$ cat src/rtl/usb_pkg.sv
// usb_pkg: shared constants and FSM encoding for the USB TX arbiter.
package usb_pkg;
    localparam logic [7:0] HDR_BASE      = 8'hA0;
    localparam int         MAX_BURST_DEF = 64;
    typedef enum logic [1:0] {IDLE, HDR, PAYLOAD, TRL} state_t;
endpackage

$ cat src/rtl/usb_rr_arb.sv
// usb_rr_arb: combinational round-robin picker; search starts one past i_last_grant.
module usb_rr_arb #(
    parameter int NCH = 4
) (
    input  logic [NCH-1:0] i_req,
    input  logic [1:0]     i_last_grant,
    output logic [1:0]     o_grant,
    output logic           o_any
);
    logic [1:0] w_idx;
    // Walk offsets from farthest to nearest so the nearest requester overwrites.
    always_comb begin
        o_grant = '0;
        w_idx   = '0;
        for (int i = NCH; i >= 1; i--) begin
            w_idx = 2'((int'(i_last_grant) + i) % NCH);
            if (i_req[w_idx]) o_grant = w_idx;
        end
    end
    assign o_any = |i_req;
endmodule

$ cat src/rtl/usb_tx_arbiter.sv
// usb_tx_arbiter: frames per-channel byte streams into header/payload/trailer packets for the USB TX FIFO.
// Define USB_TX_PRIO0_EN to give channel 0 strict priority over round-robin.
module usb_tx_arbiter
    import usb_pkg::*;
#(
    parameter int NCH       = 4,
    parameter int MAX_BURST = MAX_BURST_DEF
) (
    input  logic             usb_clk_60m,
    input  logic             sys_rst,
    input  logic [NCH-1:0]   req_valid,
    input  logic [NCH*8-1:0] req_data,
    input  logic [NCH-1:0]   req_last,
    output logic [NCH-1:0]   req_ready,
    output logic             fifo_wr_en,
    output logic [7:0]       fifo_wr_data,
    input  logic             fifo_full,
    output logic             busy,
    output logic [1:0]       grant_id
);
    state_t     r_state;
    logic [6:0] r_cnt;
    logic [1:0] r_last_grant;
    logic [1:0] r_grant;
    logic [1:0] w_rr_grant;
    logic [1:0] w_win;
    logic       w_any;
    logic       w_sel_valid;
    logic       w_sel_last;
    logic [7:0] w_sel_data;
    logic       w_xfer;
    logic [6:0] w_cnt_nx;
    logic       w_end;

    usb_rr_arb #(.NCH(NCH)) u_rr (
        .i_req        (req_valid),
        .i_last_grant (r_last_grant),
        .o_grant      (w_rr_grant),
        .o_any        (w_any)
    );

`ifdef USB_TX_PRIO0_EN
    assign w_win = req_valid[0] ? 2'd0 : w_rr_grant;
`else
    assign w_win = w_rr_grant;
`endif

    assign w_sel_valid = req_valid[r_grant];
    assign w_sel_last  = req_last[r_grant];
    assign w_sel_data  = req_data[8*r_grant +: 8];
    assign w_xfer      = (r_state == PAYLOAD) && w_sel_valid && !fifo_full;
    assign w_cnt_nx    = r_cnt + 7'd1;
    // A last byte landing exactly on the burst limit still closes with one trailer.
    assign w_end       = w_sel_last || (w_cnt_nx == 7'(MAX_BURST));

    always_ff @(posedge usb_clk_60m or posedge sys_rst) begin
        if (sys_rst) begin
            r_state      <= IDLE;
            r_cnt        <= '0;
            r_last_grant <= 2'(NCH - 1);
            r_grant      <= '0;
        end else begin
            case (r_state)
                IDLE: if (w_any) begin
                    r_grant      <= w_win;
                    r_last_grant <= w_win;
                    r_cnt        <= '0;
                    r_state      <= HDR;
                end
                HDR: if (!fifo_full) r_state <= PAYLOAD;
                PAYLOAD: if (w_xfer) begin
                    r_cnt <= w_cnt_nx;
                    if (w_end) r_state <= TRL;
                end
                TRL: if (!fifo_full) r_state <= IDLE;
                default: r_state <= IDLE;
            endcase
        end
    end

    // Write strobes depend on fifo_full directly so no byte is pushed into a full FIFO.
    assign busy         = r_state != IDLE;
    assign grant_id     = r_grant;
    assign fifo_wr_en   = (r_state == HDR || r_state == TRL) ? !fifo_full : w_xfer;
    assign fifo_wr_data = (r_state == HDR) ? (HDR_BASE | {6'b0, r_grant}) :
                          (r_state == TRL) ? {1'b0, r_cnt} :
                          w_xfer           ? w_sel_data : 8'h00;
    assign req_ready    = (r_state == PAYLOAD && !fifo_full) ?
                          ({{(NCH-1){1'b0}}, 1'b1} << r_grant) : '0;
endmodule

$ cat config.mk
export PLATFORM = sky130hd
export DESIGN_NAME = usb_tx_arbiter
export DESIGN_NICKNAME = d
export VERILOG_FILES = /design/src/rtl/usb_pkg.sv /design/src/rtl/usb_rr_arb.sv /design/src/rtl/usb_tx_arbiter.sv
export SDC_FILE = /design/constraint.sdc
export NUM_CORES = 1
export LEC_CHECK = 0
export ABC_AREA = 1
export BUFFER_PORTS_ARGS = -buffer_cell sky130_fd_sc_hd__buf_2
export CELL_PAD_IN_SITES_DETAIL_PLACEMENT = 0
export CELL_PAD_IN_SITES_GLOBAL_PLACEMENT = 1
export CORE_AREA = 3 3 72 74
export DETAILED_ROUTE_END_ITERATION = 16
export DIE_AREA = 0 0 75 77
export PLACE_DENSITY = 0.81
export SYNTH_ARGS = -nofsm -noshare
export SYNTH_HDL_FRONTEND = slang
export SYNTH_SLANG_ARGS = --single-unit
$ cat constraint.sdc
create_clock -name usb_clk_60m -period 2.5 [get_ports usb_clk_60m]
set_clock_uncertainty 0.05 [all_clocks]
set_input_delay 0.5 -clock usb_clk_60m [delete_from_list [all_inputs] [get_ports usb_clk_60m]]
set_output_delay 0.5 -clock usb_clk_60m [all_outputs]
set_load 0.01 [all_outputs]
Word-level counts from Yosys, hierarchy flattened. Index checks and enable logic that the tools add are counted.

Register bits: 13. Input port bits: 43.

$add $sub $neg: 5. $lt $le $gt $ge: 5. Eq/ne operators: 9. Shift-type cells: 2. Multiplexer cells: 30. Reductions and logical operators: 13.

Operator list (count): indexed part select 32 x 6 -> 8 bit (1); two-way mux 8 bit (3); two-way mux 2 bit (9); < comparator 2 x 3 -> 1 bit (second input constant) (5); two-way mux 7 bit (2); one-hot mux 7 bit (2 select lines) (1); binary-select mux 1 bit (select 2 bit) (6); inequality test 2 bit (second input constant) (4); one-hot mux 2 bit (4 select lines) (1); adder 7 x 1 -> 7 bit (second input constant) (1); == test 7 bit (second input constant) (1); two-way mux 1 bit (7); AND reduction 5 bit (1); adder 2 x 1 -> 2 bit (second input constant) (2); adder 2 bit (second input constant) (2); == test 2 bit (second input constant) (2); two-way mux 4 bit (1); nonzero test 2 bit (2); OR reduction 4 bit (1); left shift 1 x 2 -> 4 bit (first input constant) (1); logical AND 1 bit (3); AND reduction 3 bit (1); == test 2 x 1 -> 1 bit (second input constant) (1); logical NOT 2 bit (1); 4 further kinds (5).

Logic depth before layout (Yosys ltp).
Depth after elaboration: 7. Depth in mapped cells: 14. Gate-level depth less buffers: 14.

Hierarchy. Synthesis repeated with hierarchy kept, for this count alone.

Cell total of the unflattened synthesis: 245. Area total of the unflattened synthesis: 1483.9 µm².

Modules (own cells, without submodules): usb_tx_arbiter (times used 1, cells each 194, area each 1217.4 µm², seq. area each 327.8 µm²); usb_rr_arb (times used 1, cells each 51, area each 266.5 µm², seq. area each 0.0 µm²).

Worst setup path after synthesis. No wires, ideal clock.

Kind: flip-flop to output port. Start: register r_state[0]. End: output port fifo_wr_data[0]. Arrival time: 1.530 ns. Slack: 0.420 ns. Cell stages (with the launch flop): 7. Path buffers: 0. Path through: dfrtp_1 inv_1 ha_1 inv_1 nor3_4 nand3_1 a22oi_1.

Longest elaborated chain between the ends: 6.

RTL lines: from (decl) (line usb_tx_arbiter.sv:21) `state_t r_state;`; from (signal assigned) (line usb_tx_arbiter.sv:58) `r_state <= IDLE;`; from (signal assigned) (line usb_tx_arbiter.sv:68) `r_state <= HDR;`; from (signal assigned) (line usb_tx_arbiter.sv:70) `HDR: if (!fifo_full) r_state <= PAYLOAD;`; == test 2 bit (line usb_tx_arbiter.sv:51) `assign w_xfer = (r_state == PAYLOAD) && w_sel_valid && !fifo_full;`; logical AND 1 bit (2 in a row) (line usb_tx_arbiter.sv:51); two-way mux 8 bit (line usb_tx_arbiter.sv:87) `w_xfer ? w_sel_data : 8'h00;`; two-way mux 8 bit (line usb_tx_arbiter.sv:86) `(r_state == TRL) ? {1'b0, r_cnt} :`; two-way mux 8 bit * (line usb_tx_arbiter.sv:85) `assign fifo_wr_data = (r_state == HDR) ? (HDR_BASE | {6'b0, r_grant}) :`; to (decl) (line usb_tx_arbiter.sv:16) `output logic [7:0] fifo_wr_data,`.

Mark *: on every way between the ends. The rest lies on a longest branch, timed or not.

Worst setup path in the final report.
Start: register r_state[0]. End: output port fifo_wr_data[7].

The elaborated chain is that of the path after synthesis.

==> run summary <==
CTS tree - built
# IOs - 59
CP max FO - 5
Final Cycle Share - 0.951
# hold bufs at CTS - 0
Critical Path RT - 1950 ps
maximum vdd ir drop - 0.000426 V
initial antenna violation count - 0
setup repair after global routing missed its margin - no
switch share - 0.525
PwrDens - 1090 nW/um^2
share of layout cells above drive strength 1 - 0.338
Syn. warnings - 0
DRC - 0
total core area - 4660 um^2
logic gate share of total power - 0.711
commonest non-fill, non-tap cell in the layout - nand2_1
first-pass GRT wire length - 6840 um
Die Span X - 75 um
flops & latches, synth - 13
# clock sinks - 13
pins over their slew limit - 0
clock share of power - 0.096
Unique masters post-synth - 35
Worst Path Arrival - 1830 ps
antenna viol nets, final - 0
Pre-antenna DRT Iters - 4
final setup fails - 0
Clock Pin Slew Worst Setup and Hold Paths - 60 ps
Pint - 0.000973 W
CTS Buf Count - 3
Cells after Synth - 227
total global routing overflow - 0
Hold/Removal Path Class - in -> async
vias in the first global route - 1501
CP Capture Type - output port
leading cell types in the layout, fill and taps excluded - 78 x nand2_1, 58 x buf_2, 24 x inv_1
PortBufs - 58
DP HPWL - 3360 um
NetSw - 0.00108 W
Max Cap Viol - 0
Reg power frac - 0.193
Final Wtd Congestion - 0.800
design area - 1880 um^2
largest net degree at the start of global routing - 14
Starting Density - 0.310
All-Layer GR Usage - 0.150
sequential area share after synthesis - 0.227
status - complete, no violations
Avg Inst Size Synth - 6.37 um^2
Total Wirelength - 4110 um
DRT iter0 DRCs - 84
Area growth syn-to-layout - 30.4%
Worst-Margin Slew - 535 ps
clock latency at the later pin of the worst-skew pair - 250 ps
via count - 1636
die span in y - 77 um
Hold Vio Cnt, Final - 0
Rows - 25
setup TNS - 0 ps
Critical Path Start Type - flop
Die Area - 5780 um^2
Setup CP Type - reg -> out
CTS Root Cell - clkbuf_8
Vias/cell - 4.76
CTS H-tree depth - 1
net count after synthesis - 276
Max-slew headroom - 0.643
DP Area - 1780 um^2
Final Critical Period - 2380 ps
Mapped Area - 1450 um^2
CTS max path bufs - 2
Routed wire per std cell - 11.9 um
max frequency - 421 MHz
fin nets - 340
leakage power - 1.03 nW
Diodes inserted - 0
## flip-flops by register name (all words and copies together), names as in the netlist
| signal | count |
|---|---|
| r_state | 2 |
| r_cnt | 7 |
| grant_id | 2 |
| r_last_grant | 2 |
## metrics by stage
stage                     total power [W]  hold slack, ps  std cells  setup WS (ps)  utilization
after floorplan                   0.00142             326        227            420            -
after global routing              0.00226             302        344           17.5        0.404
final                             0.00205             234        344            122        0.404
after detailed placement          0.00178             464        335            162        0.381
after global placement            0.00178             462        335            221        0.381
after CTS                         0.00199             263        340           12.7        0.393
## final timing paths
| kind | start | end | slack, ps | cells after the start |
|---|---|---|---|---|
| max in group asynchronous | sys_rst | grant_id[1]$_DFFE_PP0P_ | 1780 | 2 |
| setup reg to reg | r_cnt[0]$_DFFE_PP0P_ | r_state[0]$_DFFE_PP0P_ | 690 | 14 |
| setup / recovery | r_state[0]$_DFFE_PP0P_ | fifo_wr_data[7] | 120 | 8 |
| min in group usb_clk_60m | r_last_grant[1]$_DFFE_PP1P_ | r_last_grant[1]$_DFFE_PP1P_ | 470 | 2 |
| hold / removal | sys_rst | grant_id[1]$_DFFE_PP0P_ | 230 | 2 |
| hold reg to reg | r_last_grant[1]$_DFFE_PP1P_ | r_last_grant[1]$_DFFE_PP1P_ | 470 | 2 |
## power groups by stage
stage	clock (W)	sequential, W	combinational, W
after detailed placement	0	0.000388	0.00139
final	0.000197	0.000396	0.00146
after CTS	0.000199	0.000385	0.00140
after floorplan	0	0.000359	0.00106
after global placement	0	0.000385	0.00140
after global routing	0.000206	0.000407	0.00165
## cell type report
class,count,area (um^2)
Clock buffer,4,45.0
Fill cell,508,2780
Inverter,32,120
Multi-Input combinational cell,177,987
Sequential cell,13,329
Tap cell,54,67.6
Timing Repair Buffer,64,335
## cell families after synthesis
logic type	after synthesis	synth area share
AND/OR/NAND/NOR	124	0.383
adder cells (fa/ha/maj)	6	0.0519
buffers and inverters	37	0.106
flip-flops	13	0.227
XOR/XNOR	2	0.0121
AO/OA/AOI/OAI	45	0.221
## worst max-delay path: stages, from the launching register on
cell and delay (ps):
dfrtp_1 420, inv_2 130, ha_4 180, inv_1 120, nor3_4 290, buf_4 160, nand3_1 50, o21ai_1 70
buf_2 150
## repair_timing
item,CTS,global route
endpoints found under the hold margin,0,0
pin swaps,1,3
resized for setup,1,6
endpoints found under the setup margin,5,8
setup buffers,1,4
## synth_stat cells
cell | number | area share
a21o_1 | 1 | 0.0052
a21oi_1 | 8 | 0.028
a21oi_2 | 1 | 0.0061
a22o_1 | 1 | 0.0061
a22oi_1 | 9 | 0.047
buf_2 | 2 | 0.0069
buf_4 | 1 | 0.0052
buf_6 | 1 | 0.0078
clkbuf_1 | 1 | 0.0026
dfrtp_1 | 11 | 0.19
dfstp_2 | 2 | 0.036
ha_1 | 6 | 0.052
inv_1 | 25 | 0.065
inv_2 | 7 | 0.018
nand2_1 | 80 | 0.21
nand2_2 | 3 | 0.013
nand2_4 | 1 | 0.0078
nand3_1 | 13 | 0.045
nand4_1 | 6 | 0.026
nor2_1 | 16 | 0.042
nor2_4 | 1 | 0.0078
nor2_8 | 1 | 0.014
nor3_4 | 1 | 0.011
o211ai_1 | 1 | 0.0052
o21a_1 | 2 | 0.010
o21ai_0 | 6 | 0.021
o21ai_1 | 8 | 0.028
o21ai_2 | 2 | 0.012
o21bai_1 | 1 | 0.0052
o21bai_4 | 1 | 0.013
o22ai_2 | 4 | 0.035
or2_1 | 1 | 0.0043
or2_2 | 1 | 0.0043
xnor2_1 | 1 | 0.0061
xor2_1 | 1 | 0.0061
## metal layers
| metal | global-route usage | up-vias | routed length (um) |
|---|---|---|---|
| met4 | 0.0374 | 0 | 42 |
| li1 | - | 863 | - |
| met1 | 0.221 | 715 | 1950 |
| met2 | 0.232 | 54 | 1920 |
| met3 | 0.0118 | 4 | 195 |
| met5 | 0 | - | 0 |
Power figures use the tool's default switching activity.
